===== config.mk =====
export PLATFORM = sky130hd
export DESIGN_NAME = nes_pad_target
export DESIGN_NICKNAME = d
export VERILOG_FILES = /design/src/rtl/nes_pad_target.sv
export SDC_FILE = /design/constraint.sdc
export NUM_CORES = 1
export LEC_CHECK = 0
export ABC_AREA = 0
export ABC_CLOCK_PERIOD_IN_PS = 2500
export BUFFER_PORTS_ARGS = -buffer_cell sky130_fd_sc_hd__buf_2
export CORE_UTILIZATION = 40
export CTS_BUF_LIST = sky130_fd_sc_hd__clkbuf_16
export CTS_CLUSTER_SIZE = 24
export DETAILED_ROUTE_END_ITERATION = 8
export PLACE_DENSITY_LB_ADDON = 0.1
export SYNTH_ARGS = -nofsm -noshare
export SYNTH_HDL_FRONTEND = slang
export SYNTH_SLANG_ARGS = --single-unit

===== constraint.sdc =====
create_clock -name clk -period 2.5 [get_ports clk]
set_input_delay 0.25 -clock clk [delete_from_list [all_inputs] [get_ports clk]]
set_output_delay 0.25 -clock clk [all_outputs]
set_load 0.005 [all_outputs]

===== src/rtl/nes_pad_target.sv =====
// nes_pad_target: I2C target emulating a NES pad with an 8-byte register window.
// Define NES_TARGET_GLITCH_FILTER_EN to add a 3-sample stability filter on scl/sda.
module nes_pad_target #(
  parameter logic [6:0] ADDR = 7'h52,
  parameter int SYNC_STAGES = 2
) (
  input  logic        clk,
  input  logic        rst,
  input  logic        scl_in,
  input  logic        sda_in,
  output logic        sda_out,
  input  logic [15:0] buttons,
  output logic        busy,
  output logic        read_done
);
  typedef enum logic [2:0] {
    S_IDLE, S_ADDR, S_ADDR_ACK, S_WR_BYTE, S_WR_ACK, S_RD_BYTE, S_RD_ACK, S_IGNORE
  } state_t;
  state_t state;
  logic [SYNC_STAGES-1:0] scl_sync, sda_sync;
  logic scl_s, sda_s, scl_d, sda_d;
  logic scl_rise, scl_fall, start, stop;
  logic [3:0] cnt;
  logic [7:0] sr, tx, rd_byte;
  logic [2:0] ptr;
  logic [15:0] snap, src;
  logic first;
  always_ff @(posedge clk)
    if (rst) begin
      scl_sync <= '1;
      sda_sync <= '1;
    end else begin
      scl_sync <= {scl_sync[SYNC_STAGES-2:0], scl_in};
      sda_sync <= {sda_sync[SYNC_STAGES-2:0], sda_in};
    end
`ifdef NES_TARGET_GLITCH_FILTER_EN
  logic [1:0] scl_h, sda_h;
  logic scl_q, sda_q, scl_raw, sda_raw;
  assign scl_raw = scl_sync[SYNC_STAGES-1];
  assign sda_raw = sda_sync[SYNC_STAGES-1];
  // A new level is accepted only once it has been seen on three consecutive samples
  assign scl_s = (scl_h == {2{scl_raw}}) ? scl_raw : scl_q;
  assign sda_s = (sda_h == {2{sda_raw}}) ? sda_raw : sda_q;
  always_ff @(posedge clk)
    if (rst) begin
      scl_h <= '1;
      sda_h <= '1;
      scl_q <= 1'b1;
      sda_q <= 1'b1;
    end else begin
      scl_h <= {scl_h[0], scl_raw};
      sda_h <= {sda_h[0], sda_raw};
      scl_q <= scl_s;
      sda_q <= sda_s;
    end
`else
  assign scl_s = scl_sync[SYNC_STAGES-1];
  assign sda_s = sda_sync[SYNC_STAGES-1];
`endif
  always_ff @(posedge clk)
    if (rst) begin
      scl_d <= 1'b1;
      sda_d <= 1'b1;
    end else begin
      scl_d <= scl_s;
      sda_d <= sda_s;
    end
  always_comb begin
    scl_rise = scl_s & ~scl_d;
    scl_fall = ~scl_s & scl_d;
    start = scl_s & scl_d & sda_d & ~sda_s;
    stop = scl_s & scl_d & ~sda_d & sda_s;
    src = (state == S_ADDR_ACK) ? buttons : snap;
    rd_byte = !ptr[2] ? 8'h00 : ptr[1] ? 8'hFF : ptr[0] ? ~src[7:0] : ~src[15:8];
  end
  always_ff @(posedge clk) begin
    if (rst) begin
      state <= S_IDLE;
      sda_out <= 1'b1;
      busy <= 1'b0;
      read_done <= 1'b0;
      ptr <= '0;
      snap <= '0;
      cnt <= '0;
      sr <= '0;
      tx <= '0;
      first <= 1'b0;
    end else begin
      read_done <= 1'b0;
      if (start) begin
        state <= S_ADDR;
        cnt <= '0;
        sda_out <= 1'b1;
      end else if (stop) begin
        state <= S_IDLE;
        sda_out <= 1'b1;
        busy <= 1'b0;
      end else if (scl_rise) begin
        // cnt parks at 8 through ACK slots so the ACK bit never disturbs sr
        if (cnt != 4'd8) begin
          cnt <= cnt + 4'd1;
          sr <= {sr[6:0], sda_s};
        end
        if (state == S_RD_ACK && sda_s) begin
          read_done <= 1'b1;
          state <= S_IGNORE;
        end
      end else if (scl_fall) begin
        case (state)
          S_ADDR: if (cnt == 4'd8) begin
            state <= (sr[7:1] == ADDR) ? S_ADDR_ACK : S_IGNORE;
            sda_out <= sr[7:1] != ADDR;
            busy <= sr[7:1] == ADDR;
          end
          S_ADDR_ACK: begin
            cnt <= '0;
            if (sr[0]) begin
              snap <= buttons;
              tx <= rd_byte;
              sda_out <= rd_byte[7];
              state <= S_RD_BYTE;
            end else begin
              sda_out <= 1'b1;
              first <= 1'b1;
              state <= S_WR_BYTE;
            end
          end
          S_WR_BYTE: if (cnt == 4'd8) begin
            state <= S_WR_ACK;
            sda_out <= 1'b0;
            ptr <= first ? sr[2:0] : ptr + 3'd1;
            first <= 1'b0;
          end
          S_WR_ACK: begin
            sda_out <= 1'b1;
            cnt <= '0;
            state <= S_WR_BYTE;
          end
          S_RD_BYTE: if (cnt == 4'd8) begin
            state <= S_RD_ACK;
            sda_out <= 1'b1;
            ptr <= ptr + 3'd1;
          end else begin
            sda_out <= tx[6];
            tx <= {tx[6:0], 1'b0};
          end
          S_RD_ACK: begin
            tx <= rd_byte;
            sda_out <= rd_byte[7];
            cnt <= '0;
            state <= S_RD_BYTE;
          end
          default: ;
        endcase
      end
    end
  end
endmodule

==> results.tsv, run 1 <==
metric	value	unit
CTS sink cnt	51	
Die H	83.4	um
fillers	627	
Reg2Reg Launch Point	state[2]$_SDFFE_PP0P_	
Final ANT Viol Nets	0	
# rows	29	
Max Slew Vio Count	0	
drt first pass iters	4	
Worst setup SP type	flip-flop	
Final setup violation count	0	
Worst Reg-to-Reg Cells	5	
synthesized flop and latch total	51	
first-pass GRT wire length	9810	um
sequential area share after synthesis	38.6	%
hold path depth	2	
measured slew at the worst slew-check pin	0.526	ns
Post-synth ARST share	0	%
cell family with most CP delay	simple AND/OR/NAND/NOR gates	
Routed WL	5630	um
Sequential Power Share	51.2	%
crit end category	flip-flop	
Int Power	1240	uW
Area contributors post-synth	dfxtp_1, mux2i_1, nor2_1, mux4_1, a211oi_1	
Syn Nets	304	
Yosys warning total	0	
number of post-CTS setup repair buffers	0	
largest net degree at the start of global routing	31	
prevailing post-synth register cell	dfxtp_1	
skew final	0.00577	ns
Critical Path AT	2.30	ns
final hold violation count	0	
I/O Buffers	22	
Routed WL per cell	14.9	um
setup_tns	0	ns
CTS Hold Bufs	0	
Buf/Inv on CP	0	
Post-DP HPWL	4060	um
distinct cell type count after synthesis	50	
reg-to-reg endpoint	tx[5]$_SDFFE_PP0P_	
total power	1620	uW
total track usage	17.5	%
post-CTS sizing	0	
CTS Root Cell	clkbuf_16	
htree depth	2	
Tcrit/Tclk final	83.7	%
R2R setup slack	0.41	ns
Worst Hold Endpoint	scl_sync[0]$_SDFF_PP1_	
post-synth top area cell	dfxtp_1	
Worst Setup Path Type	flip-flop to flip-flop	
Sw Ratio	23.8	%
Worst Path Required	2.70	ns
Initial DRC Count	114	
clock buffer depth	2	
top cell type's share of synthesized area	38.6	%
vias in the first global route	1974	
Setup WS post-layout	0.406	ns
initial antenna violation count	0	
I/O pin count	23	
combinational share of power	7.6	%
grt ovf	0	
layout cells sized above 1	17.7	%
core area	6390	um^2
n_diodes	0	
Final nets	326	
worst path cell trace	nor3b_4, mux4_1, nor2_1, a21oi_1, a211oi_1	
vias post-DR	2030	
Setup WS pre-CTS	0.403	ns
drt via density	5.38	
Sw Pwr	387	uW
Area Overhead vs Synth	12.5	%
power share of the clock group	41.2	%
Num CTS Buffers	5	
RSZ-0062 raised after global routing	false	
clk_lat worst skew	0.29	ns
CTS clk-pin slew, worst paths	0.07	ns
post-layout min period	2.09	ns
Peak VDD IR	372	uV
Post-synth EDFFs	0	
Worst Hold Class	input pin to flip-flop	
Die Area	6950	um^2
Highest Clock Rate	478	MHz
hold path startpoint	scl_in	
Max stage delay on crit path	0.63	ns
synthesized area per cell	9.56	um^2
initial core utilization	41.5	%
TritonCTS clock tree	built	
LEAKAGE	0.00114	uW
die width	83.4	um
GPL Wtd Cong	0.806	
PD cells	546	nW/um^2
maxcap violations	0	
DRC	0	
crit path max fanout	12	
outcome	completed	
synthesized instance count	277	
CP max stage cell	mux4_1	
synthesized area	2650	um^2
slew margin rel.	64.7	%
[synth_stat cells (2+ instances only)]
| library cell | number |
|---|---|
| dfxtp_1 | 51 |
| nor2_1 | 49 |
| mux2i_1 | 30 |
| a21oi_1 | 18 |
| a211oi_1 | 14 |
| inv_1 | 12 |
| clkbuf_1 | 7 |
| ha_1 | 7 |
| or2_2 | 7 |
| nand3_1 | 6 |
| buf_2 | 5 |
| mux4_1 | 5 |
| nand2_1 | 5 |
| o21ai_0 | 5 |
| and3_1 | 4 |
| and3b_1 | 3 |
| mux4_2 | 3 |
| nand2b_1 | 3 |
| nor2b_1 | 3 |
| xor2_1 | 3 |
| a2111o_1 | 2 |
| a31oi_1 | 2 |
| buf_4 | 2 |
| nand3b_1 | 2 |
| nor3_1 | 2 |
| nor3b_1 | 2 |
| o22ai_1 | 2 |
[cell type report]
cell class              instances  area (um^2)  share of cell area [%]
flip-flops and latches         51         1020                    34.3
clock inverters                 3         16.3                   0.546
clock buffers                   5          125                    4.20
repair buffers                 30          170                    5.71
well taps                      77         96.3                    3.24
multi-input cells             199         1500                    50.5
inverters                      12         45.0                    1.51
[power by group through the flow]
| stage | Combinational (uW) | Sequential [uW] | Clock, uW |
|---|---|---|---|
| finish | 123 | 832 | 670 |
| detailed placement | 124 | 851 | 0 |
| floorplan | 86.9 | 844 | 0 |
| global placement | 124 | 850 | 0 |
| CTS | 124 | 831 | 695 |
| global route | 137 | 833 | 720 |
[cell usage in the layout, fill, tap and decap left out, types with 6 or more instances in the layout]
master    count
mux2i_1      30
buf_2        22
buf_4         8
ha_1          7
or2_2         7
nand3_1       6
a21oi_1      18
a211oi_1     14
nor2_1       49
dfxtp_1      51
inv_1        13
[metal layers]
metal	vias up	track usage, %	wire length, um
li1	1038	-	-
met1	946	26.2	2980
met2	38	25.2	2370
met3	8	3.08	189
met4	0	5.64	88
met5	-	0	0
[registers in the layout (all words and copies together) (netlist names)]
signal	count
tx	7
sda_d	1
scl_sync	2
busy	1
first	1
cnt	4
snap	16
sda_sync	2
ptr	3
sda_out	1
sr	8
scl_d	1
read_done	1
state	3
[through the flow]
step,utilization (%),cells,hold WS [ns],instance area (um^2)
global route,46.6,377,0.133,2980
global placement,44.4,369,0.397,2840
detailed placement,44.4,369,0.400,2840
finish,46.6,377,0.139,2980
floorplan,-,277,0.354,2650
CTS,46.6,377,0.130,2980
[worst max-delay path by stage]
stage | start | endpoint | slack (ns) | cells past startpoint
finish | state[2]$_SDFFE_PP0P_ | tx[5]$_SDFFE_PP0P_ | 0.41 | 5
global route | scl_d$_SDFF_PP1_ | ptr[1]$_SDFFE_PP0P_ | 0.24 | 7
CTS | state[2]$_SDFFE_PP0P_ | tx[5]$_SDFFE_PP0P_ | 0.38 | 5
detailed placement | state[2]$_SDFFE_PP0P_ | tx[5]$_SDFFE_PP0P_ | 0.40 | 5
global placement | state[2]$_SDFFE_PP0P_ | tx[5]$_SDFFE_PP0P_ | 0.48 | 5
floorplan | state[0]$_SDFFE_PP0P_ | tx[2]$_SDFFE_PP0P_ | 0.66 | 6
[logic make-up (layout without fill, tap and decap cells)]
logic type	Yosys count	in the layout	synth area share, %
adder cells (fa/ha/maj)	7	7	3.31
multiplexers	38	38	18.9
XOR/XNOR	4	4	1.32
buffers and inverters	27	50	4.63
flip-flops	51	51	38.6
AO/OA/AOI/OAI	54	54	14.5
AND/OR/NAND/NOR	96	96	18.9
(Power assumes the default switching activity.)
==> run 2, diff against run 1 <==
--- a/config.mk
+++ b/config.mk
@@ -5,8 +5,8 @@
 export SDC_FILE = /design/constraint.sdc
 export NUM_CORES = 1
 export LEC_CHECK = 0
-export ABC_AREA = 0
-export ABC_CLOCK_PERIOD_IN_PS = 2500
+export ABC_AREA = 1
+export ABC_CLOCK_PERIOD_IN_PS = 2050
 export BUFFER_PORTS_ARGS = -buffer_cell sky130_fd_sc_hd__buf_2
 export CORE_UTILIZATION = 40
 export CTS_BUF_LIST = sky130_fd_sc_hd__clkbuf_16
==> constraint.sdc (replaced) <==
create_clock -name clk -period 2.05 [get_ports clk]
set_input_delay 0.205 -clock clk [delete_from_list [all_inputs] [get_ports clk]]
set_output_delay 0.205 -clock clk [all_outputs]
set_load 0.005 [all_outputs]
==> run 2 against run 1 <==
  * Count of clock-buffer cells in the layout unchanged
  * Sequential power increased by 23%
  * Synthesized cell count increased by 60%
  * Sequential cell count unchanged
  * Fmax increased by 19%
  * Non-clock buffer count decreased by 3
  * Critical path depth increased by 2
  * Combinational power increased by 39%
  * Power increased by 22%
  * Largest cell class unchanged
  * Clock power increased by 18%
  * Sequential share of layout area decreased by 2.2 points
==> results.tsv, run 2 <==
metric	value	unit	change
hold path depth	2		unchanged
PD cells	623	nW/um^2	+14%
TritonCTS clock tree	built		
total track usage	18.8	%	+1.3 points
measured slew at the worst slew-check pin	0.473	ns	-0.0525 ns
Yosys warning total	0		unchanged
grt ovf	0		unchanged
fillers	737		+18%
clk_lat worst skew	0.29	ns	about the same
core area	6870	um^2	+7.6%
Highest Clock Rate	569	MHz	+19%
Routed WL	6430	um	+14%
most common cell after layout, fill and taps aside	nand2_1		
crit end category	flip-flop		
Final ANT Viol Nets	0		unchanged
distinct cell type count after synthesis	31		-38%
Final setup violation count	0		unchanged
CP max stage cell	dfxtp_1		
Max stage delay on crit path	0.39	ns	-0.24 ns
skew final	0.00480	ns	-0.000979 ns
Largest regs	snap: 16 flops, sr: 8 flops, tx: 7 flops		
number of post-CTS setup repair buffers	0		unchanged
synthesized area per cell	6.48	um^2	-32%
Area Overhead vs Synth	10.8	%	
maxcap violations	0		unchanged
sequential area share after synthesis	35.5	%	-3.1 points
Max Slew Vio Count	0		unchanged
layout cells sized above 1	11.9	%	-5.8 points
clock buffer depth	2		unchanged
Worst Setup Path Type	flip-flop to flip-flop		
Routed WL per cell	11.5	um	-23%
Syn Nets	471		+55%
setup_tns	0	ns	unchanged
synthesized area	2880	um^2	+8.6%
RSZ-0062 raised after global routing	false		
crit path max fanout	11		-1
CTS clk-pin slew, worst paths	0.06	ns	about the same
htree depth	2		unchanged
Final nets	490		+50%
Worst setup SP type	flip-flop		
Tcrit/Tclk final	85.7	%	+1.9 points
prevailing post-synth register cell	dfxtp_1		
synthesized instance count	444		+60%
Buf/Inv on CP	2		+2
post-synth top area cell	dfxtp_1		
worst path cell trace	ha_1, inv_1, nand3_1, nand4_1, inv_1, nand3_1, a21oi_1		
CTS sink cnt	51		unchanged
synthesized flop and latch total	51		unchanged
n_diodes	0		unchanged
cell with the most instances after synthesis	nand2_1		
Non-Filler Instances	560		+49%
WHS	0.0941	ns	-0.0451 ns
CTS Root Cell	clkbuf_16		
Die Area	7530	um^2	+8.4%
Worst Path Required	2.27	ns	-0.43 ns
max reg flops	16		unchanged
most flop-heavy register	snap		
reg-to-reg endpoint	cnt[1]$_SDFFE_PP0P_		
Critical Path AT	1.98	ns	-0.32 ns
most frequent cells in the layout	nand2_1, inv_1, dfxtp_1, nor2_1, nand3_1		
DRC	0		unchanged
I/O Buffers	22		unchanged
Die H	86.8	um	+4.1%
LEAKAGE	0.00150	uW	+32%
post-layout min period	1.76	ns	-0.338 ns
Worst Reg-to-Reg Cells	7		+2
Placed Cells incl. Taps	552		+50%
worst setup path start	scl_sync[1]$_SDFF_PP1_		
Num CTS Buffers	5		unchanged
top cell type's share of synthesized area	35.5	%	-3.1 points
vias in the first global route	2476		+25%
cell family with most CP delay	simple AND/OR/NAND/NOR gates		
Post-DP HPWL	4780	um	+18%
R2R setup slack	0.29	ns	-0.11 ns
post-CTS sizing	0		unchanged
Crit path depth	7		+2
slew margin rel.	68.4	%	+3.7 points
vias post-DR	2637		+30%
# rows	30		+3.4%
Post-synth ARST share	0	%	unchanged
drt first pass iters	4		unchanged
Worst Setup EP	cnt[1]$_SDFFE_PP0P_		
outcome	completed		
initial core utilization	41.9	%	+0.40 points
GPL Wtd Cong	0.901		+12%
I/O pin count	23		unchanged
Placed Area	3050	um^2	+7.5%
Reg2Reg Launch Point	scl_sync[1]$_SDFF_PP1_		
Initial DRC Count	115		+0.88%
initial antenna violation count	0		unchanged
first-pass GRT wire length	11100	um	+13%
top cells by count, synth	nand2_1, inv_1, dfxtp_1, nor2_1, nand3_1		
design area	3190	um^2	+7.0%
drt via density	4.71		-13%
Area contributors post-synth	dfxtp_1, nand2_1, inv_1, nor2_1, nand3_1		
die width	86.8	um	+4.1%
largest net degree at the start of global routing	37		+19%
Peak VDD IR	277	uV	-25%
final hold violation count	0		unchanged
Post-synth EDFFs	0		unchanged
CTS Hold Bufs	0		unchanged
Worst Hold Class	input pin to flip-flop		
[run 2: cell types whose count changed after synthesis, sizes merged, moves of 6 or more]
cell	previous run	this run
nand3	6	38
o21ai	5	34
mux2i	30	0
nand4	1	7
mux4	8	0
inv	12	70
a21oi	19	37
a211oi	14	0
nand2	5	119
[run 2: report_power, final]
part / internal [uW] / switching, uW
Combinational: 59.6 / 112
Sequential: 1010 / 15.1
Clock: 440 / 353
[run 2: layer usage]
layer | vias up | part of all wire (%) | wire [um] | global-route usage, %
li1 | 1422 | - | - | -
met1 | 1163 | 48 | 3060 | 23.1
met2 | 41 | 47 | 3020 | 32.8
met3 | 11 | 3.3 | 211 | 3.43
met4 | 0 | 2.1 | 136 | 6.52
met5 | - | 0 | 0 | 0
[run 2: cells by family after synthesis]
logic type | share of synthesized area, %
compound gates | 12.8
xor+xnor | 0.609
fa+ha+maj | 3.05
flops | 35.5
buf+inv | 12.7
simple gates | 35.4
[run 2: per-stage QoR]
step                      power (uW)  setup WS (ns)  utilization (%)
final                           1990          0.294             46.4
after global routing            2080         0.0778             46.4
after CTS                       2020          0.300             46.4
after detailed placement        1220          0.300             44.4
after global placement          1210          0.294             44.4
after floorplan                 1160          0.596                -
[run 2: worst reg2reg max path, stage by stage, from the launching register on]
cell and delay (ns):
dfxtp_1 0.39, ha_1 0.29, inv_1 0.23, nand3_1 0.19, nand4_1 0.22, inv_1 0.16, nand3_1 0.08, a21oi_1 0.13
[run 2: how the worst min path moves through the flow]
| stage | from | endpoint | slack, ns |
|---|---|---|---|
| 2_1_floorplan | scl_in | scl_sync[0]$_SDFF_PP1_ | 0.31 |
| 3_3_place_gp | sda_in | sda_sync[0]$_SDFF_PP1_ | 0.39 |
| 3_5_place_dp | scl_in | scl_sync[0]$_SDFF_PP1_ | 0.39 |
| 4_1_cts | scl_in | scl_sync[0]$_SDFF_PP1_ | 0.09 |
| 5_1_grt | sda_in | sda_sync[0]$_SDFF_PP1_ | 0.09 |
| 6_report | scl_in | scl_sync[0]$_SDFF_PP1_ | 0.09 |
[run 2: area by class of cell]
type	instances	area, um^2	share of cell area (%)
inverters	72	270	8.48
multi-input cells	306	1490	46.8
clock inverters	3	11.3	0.353
flip-flops and latches	51	1020	32.1
well taps	96	120	3.77
clock buffers	5	125	3.93
repair buffers	27	148	4.63
==> run 3, diff against run 2 <==
--- a/config.mk
+++ b/config.mk
@@ -12,7 +12,7 @@
 export CTS_BUF_LIST = sky130_fd_sc_hd__clkbuf_16
 export CTS_CLUSTER_SIZE = 24
 export DETAILED_ROUTE_END_ITERATION = 8
-export PLACE_DENSITY_LB_ADDON = 0.1
+export PLACE_DENSITY = 0.55
 export SYNTH_ARGS = -nofsm -noshare
 export SYNTH_HDL_FRONTEND = slang
 export SYNTH_SLANG_ARGS = --single-unit
==> run 3 against run 2 <==
  * Final area fell by 0.20%
  * Routed wire length rose by 0.59%
  * Via count fell by 0.95%
  * Critical path depth did not move
  * Fmax fell by 0.43%
  * Hold slack improved by 0.0019 ns
  * Count of clock-buffer cells in the layout did not move
  * Register-to-register slack barely moved
  * Core utilization fell by 0.091 points
  * Clock skew rose by 0.0034 ns
  * Largest power group unchanged
  * Final cell count fell by 0.18%
  * Sequential share of layout area rose by 0.063 points
==> results.tsv, run 3 (synthesis results as in run 2) <==
metric	value	unit	change
Tcrit/Tclk final	86.0	%	+0.37 points
hold path depth	2		unchanged
Non-Filler Instances	559		-0.18%
largest net degree at the start of global routing	37		unchanged
drt via density	4.67		-0.77%
CTS clk-pin slew, worst paths	0.07	ns	about the same
grt met1 use	24.8	%	+1.7 points
number of post-CTS setup repair buffers	0		unchanged
first-pass GRT wire length	11300	um	+1.8%
Highest Clock Rate	567	MHz	-0.43%
post-CTS sizing	0		unchanged
I/O Buffers	22		unchanged
final hold violation count	0		unchanged
I/O pin count	23		unchanged
reg-to-reg endpoint	snap[9]$_SDFFE_PP0P_		
total power	2000	uW	+0.74%
maxcap violations	0		unchanged
slew margin rel.	64.7	%	-3.7 points
met2 Track Usage GR	31.9	%	-0.93 points
CTS Root Cell	clkbuf_16		
PD cells	629	nW/um^2	+0.94%
Post-DP HPWL	4650	um	-2.7%
layout cells sized above 1	11.9	%	+0.026 points
die width	86.8	um	unchanged
most common cell after layout, fill and taps aside	nand2_1		
max reg flops	16		unchanged
core area	6870	um^2	unchanged
most flop-heavy register	snap		
setup_tns	0	ns	unchanged
Placed Cells incl. Taps	551		-0.18%
measured slew at the worst slew-check pin	0.529	ns	+0.0559 ns
Final setup violation count	0		unchanged
Die Area	7530	um^2	unchanged
clk_lat worst skew	0.29	ns	about the same
Num CTS Buffers	5		unchanged
DRC	0		unchanged
Initial DRC Count	87		-24%
Worst setup SP type	flip-flop		
met3 Usage GRT	3.71	%	+0.29 points
Critical Path AT	1.98	ns	about the same
htree depth	2		unchanged
Final nets	489		-0.20%
Routed WL per cell	11.6	um	+0.77%
hold path startpoint	sda_in		
Worst Setup Path Type	flip-flop to flip-flop		
initial antenna violation count	0		unchanged
LEAKAGE	0.00150	uW	about the same
Routed WL	6470	um	+0.59%
initial core utilization	41.9	%	unchanged
RSZ-0062 raised after global routing	false		
clock buffer depth	2		unchanged
fillers	736		-0.14%
post-layout min period	1.76	ns	+0.00751 ns
n_diodes	0		unchanged
outcome	completed		
TritonCTS clock tree	built		
total track usage	19.2	%	+0.39 points
Largest regs	snap: 16 flops, sr: 8 flops, tx: 7 flops		
CTS sink cnt	51		unchanged
Final ANT Viol Nets	0		unchanged
crit end category	flip-flop		
Die H	86.8	um	unchanged
global route hottest layer	met2		
Peak VDD IR	362	uV	+31%
Area Overhead vs Synth	10.6	%	
grt ovf	0		unchanged
R2R setup slack	0.29	ns	about the same
skew final	0.00820	ns	+0.00340 ns
GPL Wtd Cong	0.863		-4.2%
CTS Hold Bufs	0		unchanged
Max Slew Vio Count	0		unchanged
crit path max fanout	30		+19
vias post-DR	2612		-0.95%
most frequent cells in the layout	nand2_1, inv_1, dfxtp_1, nor2_1, nand3_1		
# rows	30		unchanged
Worst Path Required	2.27	ns	about the same
Worst Hold Class	input pin to flip-flop		
Worst Hold Endpoint	sda_sync[0]$_SDFF_PP1_		
Reg2Reg Launch Point	state[2]$_SDFFE_PP0P_		
vias in the first global route	2464		-0.48%
Worst Reg-to-Reg Cells	7		unchanged
drt first pass iters	4		unchanged
[run 3: worst max path at each step]
stage / startpoint / to / slack (ns) / cells after the start
after floorplan: scl_d$_SDFF_PP1_ / state[1]$_SDFFE_PP0P_ / 0.60 / 11
after global placement: scl_sync[1]$_SDFF_PP1_ / cnt[1]$_SDFFE_PP0P_ / 0.27 / 7
after detailed placement: scl_d$_SDFF_PP1_ / cnt[2]$_SDFFE_PP0P_ / 0.27 / 8
after CTS: scl_d$_SDFF_PP1_ / cnt[2]$_SDFFE_PP0P_ / 0.26 / 8
after global routing: scl_sync[1]$_SDFF_PP1_ / cnt[2]$_SDFFE_PP0P_ / 0.06 / 7
final: state[2]$_SDFFE_PP0P_ / snap[9]$_SDFFE_PP0P_ / 0.29 / 7
[run 3: final cells by class]
| cell class | count | area [um^2] | area share (%) |
|---|---|---|---|
| sequential | 51 | 1020 | 32.1 |
| timing repair buffer | 26 | 140 | 4.41 |
| clock buffer | 5 | 125 | 3.94 |
| inverter | 72 | 270 | 8.50 |
| multi-input combinational | 306 | 1490 | 46.9 |
| tap | 96 | 120 | 3.78 |
| clock inverter | 3 | 12.5 | 0.394 |
[run 3: worst max-delay path: stages (launching register included)]
cell and delay, ns:
dfxtp_1 0.65, inv_2 0.14, nand3_4 0.22, nor2_2 0.08, nand2_1 0.06, buf_4 0.27
o21ai_0 0.12, a21oi_1 0.14
[run 3: metal layers]
layer	wire length, um	share of wire (%)
met4	113	1.7
met1	3210	50
met5	0	0
met2	2940	45
met3	203	3.1
[run 3: power breakdown]
group	internal [uW]	total (uW)	switching, uW
clock network	443	809	367
registers	1010	1020	17.0
logic	58.8	168	109
total	1510	2000	493
[run 3: per-stage QoR]
step | hold slack, ns | setup WS [ns] | cell area, um^2 | util (%)
finish | 0.0960 | 0.286 | 3180 | 46.3
global route | 0.0911 | 0.0635 | 3180 | 46.3
CTS | 0.0911 | 0.255 | 3180 | 46.3
detailed placement | 0.395 | 0.272 | 3040 | 44.3
global placement | 0.392 | 0.269 | 3040 | 44.3
floorplan | 0.309 | 0.596 | 2880 | -
